==> src/rtl/r2sdf_stage_ctrl_if.sv <==
// ----------------------------------------------------------------------------
// r2sdf_stage_ctrl_if
// Groups the per-sample handshake and control outputs of one R2SDF stage
// sequencer.
//   master : the sample source / bench (drives iStart, iValid, iFlush)
//   slave  : the sequencer (drives the delay-buffer, butterfly and twiddle
//            controls plus oValid/oBusy)
// Signals:
//   iStart   frame start, qualified by iValid (marks sample 0)
//   iValid   input sample valid this cycle
//   iFlush   request to drain the buffered tail after the last frame
//   oBufEn   delay-buffer shift enable
//   oBfSel   0 = fill (buffer takes input), 1 = butterfly
//   oZeroIn  datapath substitutes a zero input (flush)
//   oTwEn    twiddle multiply active on the buffer-path output
//   oTwAddr  twiddle ROM index k (W_N^k), N_LOG2-1 bits
//   oValid   stage output valid this cycle
//   oBusy    sequencer is not idle
// ----------------------------------------------------------------------------
interface r2sdf_stage_ctrl_if #(
    parameter int N_LOG2 = 4
);
    logic              iStart;
    logic              iValid;
    logic              iFlush;
    logic              oBufEn;
    logic              oBfSel;
    logic              oZeroIn;
    logic              oTwEn;
    logic [N_LOG2-2:0] oTwAddr;
    logic              oValid;
    logic              oBusy;

    modport master (
        output iStart, iValid, iFlush,
        input  oBufEn, oBfSel, oZeroIn, oTwEn, oTwAddr, oValid, oBusy
    );

    modport slave (
        input  iStart, iValid, iFlush,
        output oBufEn, oBfSel, oZeroIn, oTwEn, oTwAddr, oValid, oBusy
    );
endinterface

==> src/rtl/r2sdf_stage_ctrl.sv <==
// ----------------------------------------------------------------------------
// r2sdf_stage_ctrl
// Sequencer for one radix-2 single-delay-feedback FFT stage. Produces the
// delay-buffer shift enable, butterfly/bypass select, twiddle ROM address and
// output-valid for the sample presented at the stage input this cycle.
// Parameters:
//   N_LOG2  log2 of FFT size N (2..12)
//   STAGE   stage index 0..N_LOG2-1; delay D = 2**(N_LOG2-1-STAGE)
// Ports:
//   iClk    clock, rising edge
//   iRst_n  asynchronous reset, active low
//   bus     slave side of r2sdf_stage_ctrl_if (handshake in, controls out)
// ----------------------------------------------------------------------------
module r2sdf_stage_ctrl #(
    parameter int N_LOG2 = 4,
    parameter int STAGE  = 1
) (
    input  logic                  iClk,
    input  logic                  iRst_n,
    r2sdf_stage_ctrl_if.slave     bus
);

    localparam int AW     = N_LOG2 - 1;          // twiddle address width
    localparam int PH_BIT = N_LOG2 - 1 - STAGE;  // cnt bit that toggles every D samples
    localparam int D      = 1 << PH_BIT;
    localparam logic [AW-1:0] LOW_MASK = AW'(D - 1);

    typedef enum logic [1:0] {
        IDLE,
        RUN,
        FLUSH
    } state_t;

    state_t            state_q,      state_d;
    logic [N_LOG2-1:0] cnt_q,        cnt_d;
    logic              primed_q,     primed_d;
    logic              flush_pend_q, flush_pend_d;
    logic [AW-1:0]     fcnt_q,       fcnt_d;

    logic              start_hit;
    logic              sample_active;
    logic [N_LOG2-1:0] eff_cnt;
    logic              phase;
    logic              eff_primed;
    logic [AW-1:0]     low;
    logic [AW-1:0]     tw_run;
    logic [AW-1:0]     tw_flush;

    // A qualified start forces the current sample to index 0 and drops the
    // old frame's priming, so it needs no extra cycle to take effect.
    assign start_hit  = bus.iStart & bus.iValid;
    assign eff_cnt    = start_hit ? '0 : cnt_q;
    assign phase      = eff_cnt[PH_BIT];
    assign eff_primed = primed_q & ~start_hit;
    assign low        = eff_cnt[AW-1:0] & LOW_MASK;
    // Shifting within AW bits gives the required truncation for free.
    assign tw_run     = low << STAGE;
    assign tw_flush   = fcnt_q << STAGE;

    // The start sample itself is consumed in IDLE, so it is handled exactly
    // like a RUN sample at index 0.
    assign sample_active = ((state_q == IDLE) && start_hit) ||
                           ((state_q == RUN)  && bus.iValid);

    // NOTE: every signal written here gets a default first, so no path
    // through the case/if tree can leave it unassigned and infer a latch.
    always_comb begin
        state_d      = state_q;
        cnt_d        = cnt_q;
        primed_d     = primed_q;
        flush_pend_d = flush_pend_q;
        fcnt_d       = fcnt_q;

        bus.oBufEn   = 1'b0;
        bus.oBfSel   = 1'b0;
        bus.oZeroIn  = 1'b0;
        bus.oTwEn    = 1'b0;
        bus.oTwAddr  = '0;
        bus.oValid   = 1'b0;
        bus.oBusy    = (state_q != IDLE);

        if (sample_active) begin
            bus.oBufEn  = 1'b1;
            bus.oBfSel  = phase;
            bus.oValid  = phase | eff_primed;
            bus.oTwEn   = ~phase & eff_primed;
            bus.oTwAddr = tw_run;
            cnt_d       = eff_cnt + N_LOG2'(1);
            // Once the buffer has been full for one half-period, every later
            // sample pushes a valid buffer-path result out.
            primed_d    = eff_primed | phase;
            state_d     = RUN;
        end

        case (state_q)
            RUN: begin
                if (bus.iFlush) begin
                    flush_pend_d = 1'b1;
                end
                // Drain only on a frame boundary with no sample arriving; a
                // valid sample at cnt==0 keeps the stream going.
                if (!bus.iValid && flush_pend_q && (cnt_q == '0)) begin
                    state_d = FLUSH;
                    fcnt_d  = '0;
                end
            end
            FLUSH: begin
                bus.oBufEn  = 1'b1;
                bus.oZeroIn = 1'b1;
                bus.oValid  = 1'b1;
                bus.oTwEn   = 1'b1;
                bus.oTwAddr = tw_flush;
                fcnt_d      = fcnt_q + AW'(1);
                if (fcnt_q == LOW_MASK) begin
                    state_d      = IDLE;
                    primed_d     = 1'b0;
                    flush_pend_d = 1'b0;
                end
            end
            default: ;
        endcase
    end

    // NOTE: state registers use non-blocking assignments so every flop
    // samples the pre-edge values, independent of statement order.
    always_ff @(posedge iClk or negedge iRst_n) begin
        if (!iRst_n) begin
            state_q      <= IDLE;
            cnt_q        <= '0;
            primed_q     <= 1'b0;
            flush_pend_q <= 1'b0;
            fcnt_q       <= '0;
        end else begin
            state_q      <= state_d;
            cnt_q        <= cnt_d;
            primed_q     <= primed_d;
            flush_pend_q <= flush_pend_d;
            fcnt_q       <= fcnt_d;
        end
    end

endmodule

==> src/flat_wrapper.sv <==
// flat-port wrapper written by rule: the top's interface ports become plain ports
module r2sdf_stage_ctrl_flat 
#(
    parameter int N_LOG2 = 4,
    parameter int STAGE  = 1
)
  (iClk, iRst_n, bus_iStart, bus_iValid, bus_iFlush, bus_oBufEn, bus_oBfSel, bus_oZeroIn, bus_oTwEn, bus_oTwAddr, bus_oValid, bus_oBusy);
  r2sdf_stage_ctrl_if #(.N_LOG2(N_LOG2)) bus_i ();
  input  logic iClk;
  input  logic iRst_n;
  input wire logic [$bits(bus_i.iStart)-1:0] bus_iStart;
  input wire logic [$bits(bus_i.iValid)-1:0] bus_iValid;
  input wire logic [$bits(bus_i.iFlush)-1:0] bus_iFlush;
  output wire logic [$bits(bus_i.oBufEn)-1:0] bus_oBufEn;
  output wire logic [$bits(bus_i.oBfSel)-1:0] bus_oBfSel;
  output wire logic [$bits(bus_i.oZeroIn)-1:0] bus_oZeroIn;
  output wire logic [$bits(bus_i.oTwEn)-1:0] bus_oTwEn;
  output wire logic [$bits(bus_i.oTwAddr)-1:0] bus_oTwAddr;
  output wire logic [$bits(bus_i.oValid)-1:0] bus_oValid;
  output wire logic [$bits(bus_i.oBusy)-1:0] bus_oBusy;
  assign bus_i.iStart = bus_iStart;
  assign bus_i.iValid = bus_iValid;
  assign bus_i.iFlush = bus_iFlush;
  assign bus_oBufEn = bus_i.oBufEn;
  assign bus_oBfSel = bus_i.oBfSel;
  assign bus_oZeroIn = bus_i.oZeroIn;
  assign bus_oTwEn = bus_i.oTwEn;
  assign bus_oTwAddr = bus_i.oTwAddr;
  assign bus_oValid = bus_i.oValid;
  assign bus_oBusy = bus_i.oBusy;
  r2sdf_stage_ctrl #(.N_LOG2(N_LOG2), .STAGE(STAGE)) u_core (.iClk(iClk), .iRst_n(iRst_n), .bus(bus_i));
endmodule
==> config.mk <==
export PLATFORM = sky130hd
export DESIGN_NAME = r2sdf_stage_ctrl_flat
export DESIGN_NICKNAME = d
export VERILOG_FILES = /design/src/rtl/r2sdf_stage_ctrl_if.sv /design/src/rtl/r2sdf_stage_ctrl.sv /design/src/flat_wrapper.sv
export SDC_FILE = /design/constraint.sdc
export NUM_CORES = 1
export LEC_CHECK = 0
export ABC_CLOCK_PERIOD_IN_PS = 2400
export BUFFER_PORTS_ARGS = -buffer_cell sky130_fd_sc_hd__clkbuf_2
export CAP_MARGIN = 20
export CORE_AREA = 8 8 47 49
export CTS_CLUSTER_SIZE = 20
export DETAILED_ROUTE_END_ITERATION = 7
export DIE_AREA = 0 0 55 57
export PLACE_DENSITY_LB_ADDON = 0.05
export SYNTH_ARGS = -nofsm -noshare
export SYNTH_HDL_FRONTEND = slang
export SYNTH_SLANG_ARGS = --single-unit
==> constraint.sdc <==
create_clock -name iClk -period 2.4 [get_ports iClk]
set_input_delay 0.36 -clock iClk [delete_from_list [all_inputs] [get_ports iClk]]
set_output_delay 0.36 -clock iClk [all_outputs]
set_load 0.01 [all_outputs]
* Word level (Yosys, flattened, before mapping)
Index checks and enable logic that the tools add are counted.
Storage, ports and cells: flip-flop bits (word level) 11, bits in latches 0, RAM bits 0, ROM bits 0, input port bits 5, output and inout bits 9, word-level logic and storage cells 54, memories 0
Operators by class: add/sub/neg operators 2, multipliers 0, divide/modulo/power cells 0, $lt $le $gt $ge 0, equality and inequality tests 6, shift-type cells 0, muxes and demuxes 23, bitwise logic cells 6, reduce and logical (&&, ||, !) cells 12
Operators by type and width (number):
- 1-bit two-way mux | 13
- 3-bit two-way mux | 3
- 2-bit two-way mux | 3
- 3-bit case mux with 2 select lines | 1
- 4-bit by 1-bit adder with 4-bit output (second input constant) | 1
- 1-bit logical AND | 4
- 4-bit logical NOT | 1
- 4-bit two-way mux | 1
- 2-bit != test (second input constant) | 2
- 2-bit case mux with 2 select lines | 1
- 2-bit nonzero test | 2
- 3-bit by 1-bit adder with 3-bit output (second input constant) | 1
- 1-bit bitwise AND | 3
- 3-bit by 2-bit equality test with 1-bit output (second input constant) | 1
- 3-bit AND reduction | 1
- 2-bit by 1-bit equality test with 1-bit output (second input constant) | 1
- 2-bit equality test (second input constant) | 1
- 2-bit logical NOT | 1
- 2-bit by 1-bit != test with 1-bit output (second input constant) | 1
- 1-bit NOT | 2
- 1-bit case mux with 2 select lines | 1
- 2-bit AND reduction | 1
- 1-bit logical NOT | 1
- 1-bit logical OR | 1
- 1-bit bitwise OR | 1

* Depth between registers and ports, before layout
depth in word-level cells 7, gate-level depth with buffers 6, gate-level depth less buffers 5

* Worst setup path after synthesis
Ideal clock, no wire load.
path type register to output, from register u_core.state_q[0], to output port bus_oBufEn, arrival time 1.272 ns, data required time 2.040 ns, path slack 0.768 ns, stages on the path, launching flop included 6, buffers on the path 0, cells stage by stage dfrtp_1 -> inv_1 -> ha_1 -> a21o_1 -> and2_1 -> or2_2
Between the ends: longest elaborated chain between the ends 5, elaborated cells on any way between the ends 8, those cells by class eq/ne: 2; mux: 2; reduce/logical: 4
Ends and longest elaborated chain:
- start, declared | RTL line r2sdf_stage_ctrl.sv:34 | state_t state_q, state_d;
- start signal, assigned | RTL line r2sdf_stage_ctrl.sv:134 | state_q <= state_d;
- 2-bit by 1-bit equality test with 1-bit output or 2-bit logical NOT (tied branches) | RTL line r2sdf_stage_ctrl.sv:63, r2sdf_stage_ctrl.sv:62
- 1-bit logical AND (on tied branches) | RTL line r2sdf_stage_ctrl.sv:63, r2sdf_stage_ctrl.sv:62
- 1-bit logical OR | RTL line r2sdf_stage_ctrl.sv:62 | assign sample_active = ((state_q == IDLE) && start_hit) ||
- 1-bit two-way mux | RTL line r2sdf_stage_ctrl.sv:82 | if (sample_active) begin
- 1-bit two-way mux (*) | RTL line r2sdf_stage_ctrl.sv:95 | case (state_q)
- end, declared | RTL line flat_wrapper.sv:14 | output wire logic [$bits(bus_i.oBufEn)-1:0] bus_oBufEn;
Mark *: on every way between the ends. The rest lies on a longest branch, timed or not.

* Worst setup path in the final report
from register u_core.state_q[1], to output port bus_oTwAddr[1]
Between the ends: longest elaborated chain between the ends 5, elaborated cells on any way between the ends 8, those cells by class eq/ne: 2; mux: 2; reduce/logical: 4
Ends and longest elaborated chain:
- 2-bit by 1-bit equality test with 1-bit output or 2-bit logical NOT (tied branches) | RTL line r2sdf_stage_ctrl.sv:63, r2sdf_stage_ctrl.sv:62
- 1-bit logical AND (on tied branches) | RTL line r2sdf_stage_ctrl.sv:63, r2sdf_stage_ctrl.sv:62
- 1-bit logical OR | RTL line r2sdf_stage_ctrl.sv:62
- 3-bit two-way mux | RTL line r2sdf_stage_ctrl.sv:82
- 3-bit two-way mux (*) | RTL line r2sdf_stage_ctrl.sv:95
- end, declared | RTL line flat_wrapper.sv:18 | output wire logic [$bits(bus_i.oTwAddr)-1:0] bus_oTwAddr;
Marked as above.

==> impl_metrics.env <==
export IMPL_met3_length_um=72
export IMPL_num_vias=659
export IMPL_drc=0
export IMPL_required_ns=2.04
export IMPL_cts_root_buf="clkbuf_4"
export IMPL_viasPerCell=5.73
export IMPL_avgSynthCellArea_um2=9.22
export IMPL_path_clk_slew_ns=0.08
export IMPL_portBuffers=12
export IMPL_clock_sinks=11
export IMPL_worst_pin_slew_ns=0.528
export IMPL_status="complete, no violations"
export IMPL_path_delay_family="flip-flops"
export IMPL_comb_power_share_pct=47.7
export IMPL_p_per_area_mw_per_mm2=999
export IMPL_fin_worst_skew_ns=0.00821
export IMPL_ys_flop_type="dfrtp_1"
export IMPL_layout_min_cycle_time_ns=2.16
export IMPL_report_final_slew_viol_count=0
export IMPL_synth_fp_nets=97
export IMPL_route_met2_wl_um=832
export IMPL_endpoint_kind="output pin"
export IMPL_crit_slowest_cell="dfrtp_1"
export IMPL_n_antenna_cell=0
export IMPL_power_internal_mw=0.505
export IMPL_fmax_ghz=0.462
export IMPL_synthArstFlopShare_pct=100
export IMPL_grt_pass1_wl_um=2890
export IMPL_overflow=0
export IMPL_critPathBufInv=2
export IMPL_synth_common_cells="dfrtp_1 (11), nand2_1 (11), ha_1 (6), inv_1 (6), nor2_1 (6)"
export IMPL_nets=110
export IMPL_rows=15
export IMPL_r2r_start="u_core.state_q[0]"
export IMPL_leakage_nw=0.410
export IMPL_setup_viol=0
export IMPL_drt_initial_drc_count=16
export IMPL_slowest_delay_ns=0.39
export IMPL_fin_tns_setup_ns=0
export IMPL_p_total_mw=0.882
export IMPL_cts_tree="yes"
export IMPL_clockBufferDepth=2
export IMPL_ys_warn_count=0
export IMPL_switching_share_pct=42.7
export IMPL_path_cells="inv_1 > ha_2 > and3b_1 > nand2_1 > o21ai_0 > clkbuf_2"
export IMPL_grt_max_degree=15
export IMPL_synth_top_cell_by_area="dfrtp_1"
export IMPL_dr_pass1_iters=4
export IMPL_initial_core_util_pct=50.3
export IMPL_cp_max_fo=12
export IMPL_ios=14
export IMPL_htreeDepth=1
export IMPL_die_w_um=55
export IMPL_hpwl_um=1330
export IMPL_startpoint_type="flip-flop"
export IMPL_core_area_mm2=0.00158
export IMPL_hold_viol_final=0
export IMPL_synth_edff_count=0
export IMPL_rsz0062_at_grt="false"
export IMPL_area_growth_pct=11.4
export IMPL_pwr_share_clk_pct=14.3
export IMPL_wl_um=1770
export IMPL_cp_arrival_ns=1.80
export IMPL_syn_inst=86
export IMPL_drive_gt1_share_pct=23.5
export IMPL_r2r_cells=5
export IMPL_clkLatencyLatePin_ns=0.27
export IMPL_rrSetupSlack_ns=0.69
export IMPL_fill_cells=161
export IMPL_grt_antenna_before_repair=0
export IMPL_dieArea_mm2=0.00314
export IMPL_gp_congestion=0.798
export IMPL_ys_types=38
export IMPL_p_sw_mw=0.377
export IMPL_cts_buffers=3
export IMPL_seq_power_share_pct=38.0
export IMPL_synth_seq_cells=11
export IMPL_grt_total_usage_pct=12.2
export IMPL_grt_pass1_vias=654
export IMPL_synth_area_leaders="dfrtp_1 (35%), ha_1 (9.5%), nand2_1 (5.2%), a21boi_0 (2.8%), inv_1 (2.8%)"
export IMPL_crit_type="reg -> out"
export IMPL_die_height_um=57
export IMPL_synth_seq_area_share_pct=34.7
export IMPL_synth_top_area_share_pct=34.7
export IMPL_cts_setup_buffers=0
export IMPL_drt_wirelength_per_cell_um=15.4
export IMPL_r2r_end="u_core.flush_pend_q"
export IMPL_period_share_pct=90.2
export IMPL_peakVddDrop_mv=0.549
export IMPL_relSlewSlack_pct=64.5
export IMPL_highest_signal_layer="met4"
export IMPL_cap_violations=0
export IMPL_crit_path_start="u_core.state_q[1]"
export IMPL_worstHoldPathType="in -> async"
export IMPL_wl_met1_um=850
export IMPL_synth_cell_area_um2=793
export IMPL_drtAntennaViolNets=0
power groups by stage:
stage	sequential [mW]	combinational, mW	clock, mW
2_1_floorplan	0.300	0.337	0
3_3_place_gp	0.335	0.410	0
3_5_place_dp	0.336	0.413	0
4_1_cts	0.333	0.417	0.132
5_1_grt	0.346	0.468	0.149
6_report	0.335	0.421	0.126
layout by cell type, fill, tap and decap left out:
cell	n
clkbuf_2	12
nand2_1	11
dfrtp_1	11
inv_1	6
nor2_1	6
ha_1	5
o21ai_0	4
a21boi_0	3
nand3b_1	3
clkbuf_4	3
nand2b_1	2
and2_1	2
o211ai_1	2
mux2_2	2
or4b_4	1
nor3_2	1
a21o_1	1
a221oi_1	1
nor3b_1	1
a311o_1	1
and3b_1	1
nor4b_2	1
o22a_1	1
o211a_1	1
or2_2	1
o311ai_2	1
o31ai_1	1
a311oi_1	1
nand4_1	1
xor2_1	1
a31oi_1	1
a21oi_1	1
a211oi_1	1
a221o_1	1
o21a_1	1
nand3_1	1
ha_2	1
conb_1	1
clkbuf_1	1
dlygate4sd3_1	1
stage by stage:
step | worst slack (ns) | hold WS (ns) | area, µm² | utilization (%) | cells
floorplan | 0.768 | 0.0644 | 793 | - | 86
detailed placement | 0.427 | 0.258 | 845 | 53.6 | 110
global route | 0.114 | 0.512 | 883 | 56.0 | 115
finish | 0.235 | 0.504 | 883 | 56.0 | 115
global placement | 0.447 | 0.254 | 845 | 53.6 | 110
CTS | 0.119 | 0.508 | 881 | 55.9 | 115
cell families (layout without fill, tap and decap cells):
family / count (synthesis) / in the layout / synth area share (%)
flip-flops: 11 / 11 / 34.7
other: 1 / 1 / 0.473
multiplexers: 2 / 2 / 2.84
buffers and inverters: 11 / 23 / 6.62
AND/OR/NAND/NOR: 32 / 32 / 23.2
adder cells (fa/ha/maj): 6 / 6 / 9.46
AO/OA/AOI/OAI: 22 / 22 / 21.6
XOR/XNOR: 1 / 1 / 1.10
registers in the layout, indices dropped and copies added (netlist names):
register,flops
u_core.primed_q,1
u_core.fcnt_q,3
u_core.flush_pend_q,1
u_core.state_q,2
u_core.cnt_q,4
per-layer routing:
metal | GRT usage (%) | up-vias
met4 | 4.12 | 0
met3 | 3.90 | 2
met5 | 0 | -
li1 | - | 327
met2 | 18.2 | 15
met1 | 15.9 | 315
final cells by class:
class | instances | area, µm² | share of cell area (%)
Clock buffer | 4 | 26.3 | 2.97
Inverter | 6 | 22.5 | 2.55
Multi-Input combinational cell | 64 | 468 | 53.0
Sequential cell | 11 | 275 | 31.2
Tap cell | 17 | 21.3 | 2.41
Timing Repair Buffer | 13 | 70.1 | 7.93
worst max path at each step:
stage	to	slack, ns	depth (start not counted)
after floorplan	bus_oBufEn	0.77	5
after global placement	bus_oTwAddr[1]	0.45	6
after detailed placement	bus_oTwAddr[1]	0.43	6
after CTS	bus_oTwAddr[1]	0.12	6
after global routing	bus_oTwAddr[1]	0.11	6
final	bus_oTwAddr[1]	0.24	6
repair_timing:
action,in CTS,in global routing
hold endpoints to repair,11,0
hold buffers,1,0
endpoints found under the setup margin,0,1
resized for setup,0,1
Note: power is estimated with default switching activity, not from simulation.
